[src/rtl/cache_fill_if.sv]
// cache_fill_if: miss request, memory request/return and cache write signals of cache_fill_fsm
interface cache_fill_if;
  logic        miss_detected;
  logic [15:0] miss_address;
  logic        memory_data_valid;
  logic [15:0] memory_data;
  logic        fsm_busy;
  logic        memory_read_en;
  logic [15:0] memory_address;
  logic        write_data_array;
  logic [15:0] fill_word_address;
  logic [15:0] fill_data;
  logic        write_tag_array;
  logic [15:0] block_base;
  modport slave (
    input  miss_detected, miss_address, memory_data_valid, memory_data,
    output fsm_busy, memory_read_en, memory_address, write_data_array,
           fill_word_address, fill_data, write_tag_array, block_base
  );
  modport master (
    output miss_detected, miss_address, memory_data_valid, memory_data,
    input  fsm_busy, memory_read_en, memory_address, write_data_array,
           fill_word_address, fill_data, write_tag_array, block_base
  );
endinterface

[src/rtl/cache_fill_fsm.sv]
// cache_fill_fsm: fetches the 8-word block of a missed address from pipelined memory into the cache
module cache_fill_fsm #(
  parameter int MEM_LATENCY = 4
) (
  input logic         clk,
  input logic         rst_n,
  cache_fill_if.slave bus
);
  if (MEM_LATENCY < 1) begin : g_lat
    $error("MEM_LATENCY must be at least 1");
  end
  typedef enum logic {IDLE, FILL} state_t;
  state_t      state;
  logic [3:0]  req_cnt;
  logic [2:0]  rcv_cnt;
  logic [15:0] base;
  logic        fill;
  logic        wr;
  assign fill = state == FILL;
  assign wr   = fill && bus.memory_data_valid;
  always_ff @(posedge clk or negedge rst_n)
    if (!rst_n) begin
      state   <= IDLE;
      req_cnt <= '0;
      rcv_cnt <= '0;
      base    <= '0;
    end else if (!fill) begin
      if (bus.miss_detected) begin
        state   <= FILL;
        base    <= bus.miss_address & 16'hFFF0;
        req_cnt <= '0;
        rcv_cnt <= '0;
      end
    end else begin
      if (!req_cnt[3]) req_cnt <= req_cnt + 4'd1;
      if (wr) rcv_cnt <= rcv_cnt + 3'd1;
      if (wr && rcv_cnt == 3'd7) state <= IDLE;
    end
  // base has its low nibble cleared, so OR-ing the word offset never carries
  assign bus.fsm_busy          = fill;
  assign bus.memory_read_en    = fill && !req_cnt[3];
  assign bus.memory_address    = bus.memory_read_en ? base | {12'd0, req_cnt[2:0], 1'b0} : '0;
  assign bus.write_data_array  = wr;
  assign bus.fill_word_address = wr ? base | {12'd0, rcv_cnt, 1'b0} : '0;
  assign bus.fill_data         = bus.memory_data;
  assign bus.write_tag_array   = wr && rcv_cnt == 3'd7;
  assign bus.block_base        = base;
endmodule

[src/flat_wrapper.sv]
// flat-port wrapper written by rule: the top's interface ports become plain ports
module cache_fill_fsm_flat 
#(
  parameter int MEM_LATENCY = 4
)
  (clk, rst_n, bus_miss_detected, bus_miss_address, bus_memory_data_valid, bus_memory_data, bus_fsm_busy, bus_memory_read_en, bus_memory_address, bus_write_data_array, bus_fill_word_address, bus_fill_data, bus_write_tag_array, bus_block_base);
  cache_fill_if bus_i ();
  input logic clk;
  input logic rst_n;
  input wire logic [$bits(bus_i.miss_detected)-1:0] bus_miss_detected;
  input wire logic [$bits(bus_i.miss_address)-1:0] bus_miss_address;
  input wire logic [$bits(bus_i.memory_data_valid)-1:0] bus_memory_data_valid;
  input wire logic [$bits(bus_i.memory_data)-1:0] bus_memory_data;
  output wire logic [$bits(bus_i.fsm_busy)-1:0] bus_fsm_busy;
  output wire logic [$bits(bus_i.memory_read_en)-1:0] bus_memory_read_en;
  output wire logic [$bits(bus_i.memory_address)-1:0] bus_memory_address;
  output wire logic [$bits(bus_i.write_data_array)-1:0] bus_write_data_array;
  output wire logic [$bits(bus_i.fill_word_address)-1:0] bus_fill_word_address;
  output wire logic [$bits(bus_i.fill_data)-1:0] bus_fill_data;
  output wire logic [$bits(bus_i.write_tag_array)-1:0] bus_write_tag_array;
  output wire logic [$bits(bus_i.block_base)-1:0] bus_block_base;
  assign bus_i.miss_detected = bus_miss_detected;
  assign bus_i.miss_address = bus_miss_address;
  assign bus_i.memory_data_valid = bus_memory_data_valid;
  assign bus_i.memory_data = bus_memory_data;
  assign bus_fsm_busy = bus_i.fsm_busy;
  assign bus_memory_read_en = bus_i.memory_read_en;
  assign bus_memory_address = bus_i.memory_address;
  assign bus_write_data_array = bus_i.write_data_array;
  assign bus_fill_word_address = bus_i.fill_word_address;
  assign bus_fill_data = bus_i.fill_data;
  assign bus_write_tag_array = bus_i.write_tag_array;
  assign bus_block_base = bus_i.block_base;
  cache_fill_fsm #(.MEM_LATENCY(MEM_LATENCY)) u_core (.clk(clk), .rst_n(rst_n), .bus(bus_i));
endmodule
[config.mk]
export PLATFORM = sky130hd
export DESIGN_NAME = cache_fill_fsm_flat
export DESIGN_NICKNAME = d
export VERILOG_FILES = /design/src/rtl/cache_fill_if.sv /design/src/rtl/cache_fill_fsm.sv /design/src/flat_wrapper.sv
export SDC_FILE = /design/constraint.sdc
export NUM_CORES = 1
export LEC_CHECK = 0
export CORE_ASPECT_RATIO = 0.6
export CORE_MARGIN = 5
export CORE_UTILIZATION = 30
export CTS_CLUSTER_DIAMETER = 100
export CTS_CLUSTER_SIZE = 40
export DETAILED_ROUTE_END_ITERATION = 10
export GPL_ROUTABILITY_DRIVEN = 0
export GPL_TIMING_DRIVEN = 0
export PLACE_DENSITY = 0.77
export SYNTH_ARGS = -nofsm -noshare
export SYNTH_HDL_FRONTEND = slang
export SYNTH_SLANG_ARGS = --single-unit
[constraint.sdc]
create_clock -name clk -period 1.28 [get_ports clk]
set_input_delay 0.256 -clock clk [delete_from_list [all_inputs] [get_ports clk]]
set_output_delay 0.256 -clock clk [all_outputs]
set_load 0.01 [all_outputs]
-- Word level (Yosys, flattened, before mapping)
Index checks and enable logic that the tools add are counted.
- add/sub/neg operators: 2
- equal/unequal tests: 3
- reductions and logical operators: 8
- bitwise gates (word level): 3
- mux-type cells: 11
- operators by type and width (cell ; count):
    $mux W16 ; 2
    $or A16 B4 Y16 ; 2
    $mux W4 ; 3
    $mux W3 ; 3
    $reduce_and A2 Y1 ; 3
    $add A4 B1 Y4 const B ; 1
    $ne A2 B2 Y1 const B ; 2
    $add A3 B1 Y3 const B ; 1
    $eq A3 B3 Y1 const B ; 1
    $logic_and A1 B1 Y1 ; 3
    $mux W1 ; 3
    $reduce_bool A2 Y1 ; 1
    $logic_not A1 Y1 ; 1
    $not A1 Y1 ; 1
- flip-flop bits (word level): 20
- bits of input ports: 36

-- Logic depth before layout (Yosys ltp)
- depth after elaboration: 4
- gate-level depth with buffers: 5

-- Worst setup path before layout
OpenSTA, ideal clock, no wires.
- path type: register to register
- from: register u_core.rcv_cnt[0]
- to: register u_core.rcv_cnt[2]
- stages on the path, launching flop included: 6
- buffers on the path: 0
- period minus slack after synthesis: 1351 ps
- path slack: -71 ps
- arrival time: 1225 ps
- cell sequence: dfrtp_1 ha_1 ha_1 mux2_2 nand2_1 o21ai_0
- word-level cells in the longest chain between the ends: 3
- RTL lines (what ; line ; source):
    from (decl) ; cache_fill_fsm.sv:15 ; logic [2:0] rcv_cnt;
    from (signal assigned) ; cache_fill_fsm.sv:36 ; if (wr) rcv_cnt <= rcv_cnt + 3'd1;
    $add A3 B1 Y3 ; cache_fill_fsm.sv:36 ;
    $mux W3 ; cache_fill_fsm.sv:36 ;
    $mux W3 ; cache_fill_fsm.sv:27 ; end else if (!fill) begin
Every way passes these cells. The select of a mux whose other input is x is not followed.
A chain may end at the register's enable or synchronous reset.

-- Final worst setup path
- from: register u_core.state, in the netlist u_core.bus.fsm_busy
- to: output bus_memory_address[11]
- word-level cells in the longest chain between the ends: 2
- RTL lines (what ; line ; source):
    from (decl) ; cache_fill_fsm.sv:13 ; state_t state;
    from (signal assigned) ; cache_fill_fsm.sv:23 ; state <= IDLE;
    from (signal assigned) ; cache_fill_fsm.sv:29 ; state <= FILL;
    from (signal assigned) ; cache_fill_fsm.sv:37 ; if (wr && rcv_cnt == 3'd7) state <= IDLE;
    $logic_and A1 B1 Y1 ; cache_fill_fsm.sv:41 ; assign bus.memory_read_en = fill && !req_cnt[3];
    $mux W16 ; cache_fill_fsm.sv:42 ; assign bus.memory_address = bus.memory_read_en ? base | {12'd0, req_cnt[2:0], 1'b0} : '0;
    to (decl) ; flat_wrapper.sv:16 ; output wire logic [$bits(bus_i.memory_address)-1:0] bus_memory_address;
Every way passes these cells.

==> results by group <==
GRT
  – Grt ovf: 0
  – Global-route wire length before repair: 6020 um
  – Gr usage total: 0.137
  – Largest net degree at the start of global routing: 21
  – Vias in the first global route: 1210
  – Antenna violations before repair: 0

Placement
  – Post-Place Cells: 264
  – DP HPWL: 2910 um
  – I/O Buffers: 77
  – Pre-CTS WS: -1.08 ns

Clock network
  – Clk buf depth: 2
  – Clk slew on worst S/H paths: 0.08 ns
  – H-tree Lvls: 1
  – TritonCTS Buffers: 3
  – CTS root buf: clkbuf_8
  – Clock Latency Late Sink: 0.26 ns
  – CTS Sinks: 20
  – Hold buffer count at cts: 0
  – CTS tree: yes

Synth
  – Yosys cell types: 25
  – #FFs+latches synth: 20
  – Leading area contributor after synthesis: dfrtp_1
  – Synth top area share: 0.385
  – Primary FF master, synth: dfrtp_1
  – Area contributors post-synth: dfrtp_1 38%, buf_4 13%, mux2_4 10%
  – Sequential fraction of the synthesis area: 0.385
  – Synth warnings: 0
  – Synth Cell Area: 1300 um2
  – Synthesized area per cell: 10.7 um2
  – Ys async rst share: 1.00
  – Synth Instances: 122
  – Most common cell in the netlist: buf_4
  – Number of enable flip-flop cells after synthesis: 0
  – Top post-synthesis cells by count: 22 x buf_4, 20 x dfrtp_1, 16 x and2_1, 16 x and3_1, 9 x mux2_4

Timing
  – Clock period minus worst slack: 1.55 ns
  – RSZ-0062 raised after global routing: true
  – Slew Limit Fails: 0
  – Final hold slack: 0.123 ns
  – Clk_skew: 0.00582 ns
  – Final worst setup slack: -0.271 ns
  – Achievable Freq: 645 MHz
  – Final hold vios: 0
  – Tightest Pin Transition: 0.924 ns
  – Max-slew headroom: 0.383
  – Final setup viols: 48
  – Period utilization: 1.21

Final layout
  – Nets@finish: 270
  – FILL cells: 340
  – Antenna diode count: 0
  – Share of post-route cells with drive strength above 1: 0.622
  – Non-filler instance count after layout: 290
  – Syn-to-layout area delta: 104%

Worst setup path
  – FF-to-FF Start: u_core.bus.fsm_busy
  – CP Data Arrival Time: 1.29 ns
  – Endpoint class of the critical path: output port
  – CP Data Required Time: 1.02 ns
  – CP Launch Type: flop
  – Crit. Startpoint: u_core.bus.fsm_busy
  – Crit Path Category: reg -> out
  – Crit path max fanout: 7

Power
  – Sw power: 1.95 mW
  – Net Sw Frac: 0.347
  – Static Leak: 1.32 nW
  – Power after layout: 5.61 mW
  – PD cells: 2110 nW/um2
  – Peak supply drop: 0.00103 V
  – Clock power share: 0.086
  – Cell-internal power: 3.66 mW
  – Reg power frac: 0.233
  – Gate power share: 0.681

Drt
  – Post-DR vias/cell: 4.28
  – Via Count: 1240
  – Drt pass-1 iters: 3
  – Residual DRC count: 0
  – Final WL: 4400 um
  – Routed len/inst: 15.2 um
  – Antenna viol nets, final: 0
  – Initial DRC count: 14

Hold path
  – HP Class: in -> async

Outcome
  – Outcome: finished, violations left
  – Failing checks: setup timing

Floorplanning
  – Die area: 5790 um2
  – Die width: 95.0 um
  – I/O pin total: 104
  – Initial Utilization: 0.314
  – Cell row count: 18
  – Die height: 61.0 um
  – Core area: 4140 um2

Run
  – Max-cap viol count: 0
-- metal layers --
layer,GRT usage,routed length [um],vias up
met3,0.0545,321,2
met1,0.178,1950,590
met5,0,0,-
li1,-,-,600
met2,0.228,2120,48
met4,0.0123,8,0
-- path summary, 6_finish.rpt --
kind / endpoint / slack, ns / cells past startpoint
worst max register to register: u_core.bus.block_base[7] / -0.19 / 5
min in group clk: u_core.rcv_cnt[2] / 0.46 / 2
worst max-delay path: bus_memory_address[11] / -0.27 / 4
max in group asynchronous: u_core.bus.fsm_busy / 0.53 / 1
worst min-delay path: u_core.bus.block_base[4] / 0.12 / 1
worst min register to register: u_core.req_cnt[2] / 0.52 / 1
-- repair_timing --
| item | in CTS | in global routing |
|---|---|---|
| resized for setup | 197 | 60 |
| cloned | 2 | 1 |
| buffers inserted | 12 | 8 |
| endpoints found under the setup margin | 59 | 50 |
| pin swaps | 20 | 3 |
-- registers in the layout, indices dropped and copies added (netlist names) --
signal                 cells
u_core.rcv_cnt             3
u_core.bus.fsm_busy        1
u_core.bus.block_base     12
u_core.req_cnt             4
-- stage by stage --
stage                     instance area [um2]   util  setup TNS (ns)
after global placement                   2170  0.524          -31.06
after CTS                                2420  0.583           -9.50
after detailed placement                 2170  0.524          -32.82
after floorplan                          1330      -          -0.217
final                                    2660  0.641           -9.32
after global routing                     2660  0.641          -11.51
-- power by group through the flow --
stage	sequential (mW)	combinational, mW	clock (mW)
after CTS	1.26	3.18	0.501
after detailed placement	1.26	2.87	0
after global placement	1.26	2.82	0
final	1.31	3.82	0.480
after floorplan	1.29	1.33	0
after global routing	1.35	4.07	0.534
-- placed cells by master, fill, tap and decap left out, drive strengths merged, types with 2 or more instances in the layout --
cell type | netlist | final
nor2 | 3 | 3
clkdlybuf4s15 | 0 | 2
dfrtp | 20 | 20
and3 | 16 | 16
nand2 | 3 | 3
dlygate4sd2 | 0 | 12
mux2 | 15 | 15
clkbuf | 2 | 5
clkdlybuf4s50 | 0 | 28
o21ai | 3 | 3
nand2b | 4 | 4
ha | 3 | 3
and2 | 16 | 16
buf | 27 | 84
conb | 1 | 6
nor2b | 2 | 2
-- cells by family (layout without fill, tap and decap cells) --
logic type / count (synthesis) / count (layout) / synth area share
buffers and inverters: 29 / 132 / 0.165
other: 1 / 6 / 0.00288
and+or+nand+nor: 45 / 45 / 0.214
xor gates and xnor gates: 1 / 1 / 0.00674
muxes: 16 / 16 / 0.164
adders and majority gates: 3 / 3 / 0.0289
AOI/OAI and AO/OA: 7 / 7 / 0.0346
DFF: 20 / 20 / 0.385
-- critical path: stages, from the launching register on --
cell,delay [ns]
dfrtp_2,0.42
nor2b_4,0.23
buf_6,0.16
and2_4,0.14
buf_6,0.09
-- layout make-up --
| type | instances | area (um2) | area share |
|---|---|---|---|
| Clock buffer | 4 | 55.1 | 0.0207 |
| Multi-Input combinational cell | 78 | 778 | 0.293 |
| Sequential cell | 20 | 502 | 0.189 |
| Timing Repair Buffer | 99 | 992 | 0.373 |
| Tap cell | 60 | 75.1 | 0.0282 |
| Buffer | 29 | 255 | 0.0960 |
No activity file was read; power rests on OpenSTA's default activity.
